[src/rtl/right_shift_seq_32b_pkg.sv]
// Shared types and constants for the sequential 32-bit right shifter.
// Mode and state encodings live here so the top and the stage agree.
package right_shift_seq_32b_pkg;

  localparam int STAGES = 5;

  typedef enum logic [1:0] {
    SHR  = 2'b00,
    SHRA = 2'b01,
    ROR  = 2'b10,
    RSVD = 2'b11
  } mode_e;

  typedef enum logic [1:0] {
    IDLE  = 2'b00,
    SHIFT = 2'b01,
    DONE  = 2'b10
  } state_e;

endpackage

[src/rtl/right_shift_seq_32b_stage.sv]
// One conditional right shift by 2^stage_k with mode-dependent fill.
// The reserved mode falls through to logical behaviour.
module right_shift_stage
  import right_shift_seq_32b_pkg::*;
(
  input  logic [31:0] data_in,
  input  logic [2:0]  stage_k,
  input  logic        en,
  input  mode_e       mode,
  input  logic        fill_bit,
  output logic [31:0] data_out
);

  logic [4:0]  amt;
  logic [63:0] ext;

  always_comb begin
    amt = 5'b00001 << stage_k;
    ext = {32'h0, data_in};
    case (mode)
      SHRA:    ext = {{32{fill_bit}}, data_in};
      ROR:     ext = {data_in, data_in};
      default: ext = {32'h0, data_in};
    endcase
    data_out = en ? 32'(ext >> amt) : data_in;
  end

endmodule

[src/rtl/right_shift_seq_32b.sv]
// Sequential barrel right shifter: one log-stage per cycle, fixed six-cycle
// start-to-done latency, registered busy/done/out.
module right_shift_seq_32b
  import right_shift_seq_32b_pkg::*;
(
  input  logic        clk,
  input  logic        reset,
  input  logic        start,
  input  logic [31:0] in,
  input  logic [31:0] shift,
  input  logic [1:0]  mode,
  output logic        busy,
  output logic        done,
  output logic [31:0] out
);

  state_e      state_q, state_d;
  logic [2:0]  cnt_q, cnt_d;
  logic [31:0] work_q, work_d;
  logic [4:0]  shamt_q, shamt_d;
  logic        oob_q, oob_d;
  mode_e       mode_q, mode_d;
  logic        sign_q, sign_d;
  logic [31:0] out_q, out_d;
  logic        busy_q, busy_d;
  logic        done_q, done_d;
  logic [31:0] stage_out;

  right_shift_stage u_stage (
    .data_in  (work_q),
    .stage_k  (cnt_q),
    .en       (shamt_q[cnt_q]),
    .mode     (mode_q),
    .fill_bit (sign_q),
    .data_out (stage_out)
  );

  always_comb begin
    state_d = state_q;
    cnt_d   = cnt_q;
    work_d  = work_q;
    shamt_d = shamt_q;
    oob_d   = oob_q;
    mode_d  = mode_q;
    sign_d  = sign_q;
    out_d   = out_q;
    case (state_q)
      IDLE, DONE: begin
        if (start) begin
          state_d = SHIFT;
          cnt_d   = 3'd0;
          work_d  = in;
          shamt_d = shift[4:0];
          oob_d   = |shift[31:5];
          mode_d  = mode_e'(mode);
          sign_d  = in[31];
        end else begin
          state_d = IDLE;
        end
      end
      SHIFT: begin
        work_d = stage_out;
        cnt_d  = cnt_q + 3'd1;
        if (cnt_q == 3'(STAGES - 1)) begin
          state_d = DONE;
          // Oversized amounts saturate to the fill value; rotate ignores them.
          if (oob_q && mode_q != ROR)
            out_d = (mode_q == SHRA) ? {32{sign_q}} : 32'h0;
          else
            out_d = stage_out;
        end
      end
      default: state_d = IDLE;
    endcase
    busy_d = (state_d == SHIFT);
    done_d = (state_d == DONE);
  end

  always_ff @(posedge clk) begin
    if (reset) begin
      state_q <= IDLE;
      cnt_q   <= 3'd0;
      work_q  <= 32'h0;
      shamt_q <= 5'd0;
      oob_q   <= 1'b0;
      mode_q  <= SHR;
      sign_q  <= 1'b0;
      out_q   <= 32'h0;
      busy_q  <= 1'b0;
      done_q  <= 1'b0;
    end else begin
      state_q <= state_d;
      cnt_q   <= cnt_d;
      work_q  <= work_d;
      shamt_q <= shamt_d;
      oob_q   <= oob_d;
      mode_q  <= mode_d;
      sign_q  <= sign_d;
      out_q   <= out_d;
      busy_q  <= busy_d;
      done_q  <= done_d;
    end
  end

  assign busy = busy_q;
  assign done = done_q;
  assign out  = out_q;

endmodule
[config.mk]
export PLATFORM = sky130hd
export DESIGN_NAME = right_shift_seq_32b
export DESIGN_NICKNAME = d
export VERILOG_FILES = /design/src/rtl/right_shift_seq_32b_pkg.sv /design/src/rtl/right_shift_seq_32b_stage.sv /design/src/rtl/right_shift_seq_32b.sv
export SDC_FILE = /design/constraint.sdc
export NUM_CORES = 1
export LEC_CHECK = 0
export BUFFER_PORTS_ARGS = -buffer_cell sky130_fd_sc_hd__buf_2
export CAP_MARGIN = 10
export CORE_MARGIN = 2
export CORE_UTILIZATION = 52
export CTS_CLUSTER_SIZE = 20
export DETAILED_ROUTE_END_ITERATION = 10
export GPL_ROUTABILITY_DRIVEN = 1
export PLACE_DENSITY = 0.78
export SLEW_MARGIN = 10
export SYNTH_ARGS = -nofsm -noshare
export SYNTH_HDL_FRONTEND = slang
export SYNTH_SLANG_ARGS = --single-unit
[constraint.sdc]
create_clock -name clk -period 2.65 [get_ports clk]
set_input_delay 0.265 -clock clk [delete_from_list [all_inputs] [get_ports clk]]
set_output_delay 0.265 -clock clk [all_outputs]
set_load 0.03 [all_outputs]
==> results.md <==
* Clk_skew at 0.008733 ns
* Core area at roughly 12000 µm²
* Fin cells at 1124
* Maximum VDD drop at 0.3493 mV
* Mean Syn Cell Area at 7.894 µm²
* Final hold slack at roughly 0.16 ns
* GRT overflow at 0
* Fin. max-slew vios at 0
* WS Path Type: flip-flop to flip-flop
* Worst r2r path cells at 13
* Seq cells post-synth at 80
* WL/cell at 26.26 µm
* CTS H-tree depth at 3
* Netlist Area Pre-Place at ~6300 µm²
* Clock transition at path regs at 0.06 ns
* CP cell instances: inv_2, ha_4, nor2b_4, buf_6, buf_4, mux2i_2, buf_4, mux2i_1, mux2i_2, buf_4, a21oi_1, a22oi_1, o21ai_0
* Post-synthesis net count at 879
* Worst path max stage delay at 0.35 ns
* Placed cells at around 1100
* 1st-pass router iterations at 6
* Final ANT Viol Nets at 0
* Gr usage total at ~44%
* FF-to-FF End: work_q[6]
* Synth top area share at 25.27%
* Worst Path Max Fanout at 5
* Pin count of the biggest net entering global routing at 43
* Largest cells by area after synthesis: dfxtp_1, mux2i_1, mux4_2
* Via-to-Cell Ratio at 7.231
* Routability congestion estimate from global placement at about 1.2
* Initial DRC count at 1550
* Min-delay src: shift[2]
* Worst Tran Pin Value at between 0.8 and 0.9 ns
* Max_cap viols at 0
* Initial Util at 52.99%
* Num CTS Buffers at 9
* Hold-fix buffers, CTS at 0
* CP arrival at 2.95 ns
* # IOs at 103
* Most used cell, CP: buf_4
* Leak at 3.586 nW
* Ys async rst share at 0%
* Vias in the first global route at approximately 7500
* Antenna Cells at 0
* Clk root buf: clkbuf_16
* Worst-case clock buffer depth at 2
* Setup TNS at -0.1692 ns
* TritonCTS sink count at 80
* DRT Wirelength at 29.52 mm
* Status: finished with violations
* Hold Path Depth at 3
* Area Overhead vs Synth at 34.01%
* HP Class: input pin to flip-flop
* Initial antenna violation count at 0
* Critical Path Sink Type: flip-flop
* Worst skew pair latency at 0.34 ns
* Total power per unit cell area at 471.9 nW/µm²
* Post-synthesis sequential area ratio at 25.27%
* Max Fclk at 365.1 MHz
* Buf/Inv on CP at 5
* Failing checks: setup timing
* Synth Flop Type: dfxtp_1
* Cell count after synthesis at 803
* Unique masters post-synth at 73
* Hold Vio Cnt, Final at 0
* Global-route wire length before repair at 43.68 mm
* YS warnings at 0
* # port buffers at 102
* Critical path's slowest cell: mux2i_2
* Area leader, netlist: dfxtp_1
* # nets final at 1048
* Slack of the critical path at -0.08884 ns
* Critical path required time at between 2 and 3 ns
* Fin crit period at 2.739 ns
* DRC violations left at 0
* Post-DP HPWL at 21.51 mm
* Die area at approximately 13000 µm²
* Row cnt at 40
* CP Launch Type: flip-flop
* Critical R2R Launch: cnt_q[1]
* Tcrit/Tclk final at 103.4%
* Die H at ~110 µm
* Worst slew margin at 43.43%
* Unrepaired setup endpoints after global routing: true
* EDFF count, synth at 0
* R2R Setup Slk at -0.09 ns
* Final setup violation count at 4
* Worst hold endpoint: shamt_q[2]
* Vias at 8128
* Die extent in x at 114.4 µm
* Layout cells sized above 1 at 36.64%
* CTS tree: yes
* Delay-heaviest family, CP: buffers and inverters
## power breakdown
group	switching [mW]	total [mW]	leakage, nW	internal (mW)
Combinational	0.741	1.34	2.79	0.601
Sequential	0.131	1.38	0.652	1.25
Clock	0.523	1.28	0.147	0.760
Total	1.39	4.01	3.59	2.61
## cell usage after synthesis, drive strengths merged, types with 15 or more instances
master	number
a211oi	16
a21oi	61
a221oi	16
a22oi	46
buf	33
clkbuf	44
dfxtp	80
mux2i	68
mux4	16
nand2	94
nor2	72
nor3	15
o21ai	55
## layout by cell type (no fill, tap or decap), types with 41 or more instances in the layout
| master | n |
|---|---|
| dfxtp_1 | 79 |
| mux2i_1 | 49 |
| nor2_1 | 69 |
| o21ai_0 | 48 |
| nand2_1 | 94 |
| buf_4 | 119 |
| a21oi_1 | 50 |
| a22oi_1 | 41 |
| buf_2 | 102 |
## tightest hold or removal path, cell delays in order
cell     delay (ns)
buf_2          0.09
nand2_1        0.04
a21oi_1        0.05
## what timing repair did
item,CTS,global route
buffers inserted,4,8
pin swaps,4,16
gates resized for setup,22,78
endpoints found under the setup margin,36,55
endpoints found under the hold margin,0,0
## metrics by stage
stage	utilization, %	worst slack (ns)	instance area, µm²	power, mW
floorplan	-	0.1671	6339	1.997
global placement	64.29	-0.1043	7690	2.505
detailed placement	64.29	-0.1494	7690	2.513
CTS	67.83	-0.05706	8114	3.801
global route	71.01	-0.1310	8494	4.090
finish	71.01	-0.08884	8494	4.009
## cell families (layout without fill, tap and decap cells)
group	Yosys count	count (layout)	synth area share (%)
buf+inv	86	260	6.297
compound gates	294	294	31.92
simple gates	246	246	17.65
mux	90	90	17.49
flops	80	80	25.27
fa+ha+maj	7	7	1.382
## worst max path at each step
stage,slack (ns),end,cells after the start,from
after global routing,-0.13,out[4],13,cnt_q[1]
after global placement,-0.10,out[4],13,cnt_q[1]
after detailed placement,-0.15,work_q[8],12,cnt_q[1]
after CTS,-0.06,work_q[4],13,cnt_q[1]
final,-0.09,work_q[6],13,cnt_q[1]
after floorplan,0.17,out[22],10,cnt_q[0]
## metal layers
layer	routed length [µm]	global-route usage, %
met1	10500	59.19
met2	12190	63.27
met3	4764	11.96
met4	2059	25.61
met5	0	0
## layout make-up
cell class | instances | area, µm²
multi-input cells | 637 | 4757
clock inverters | 4 | 52.55
clock buffers | 12 | 246.5
repair buffers | 235 | 1618
inverters | 9 | 33.78
fillers | 976 | 3467
flip-flops and latches | 80 | 1603
well taps | 147 | 183.9
## sequential cells by signal, indices dropped and copies added, names as in the netlist
register and flops:
busy 1, cnt_q 3, done 1, mode_q 2
oob_q 1, out 32, shamt_q 5, sign_q 1
state_q 2, work_q 32
No activity file was read; power rests on OpenSTA's default activity.
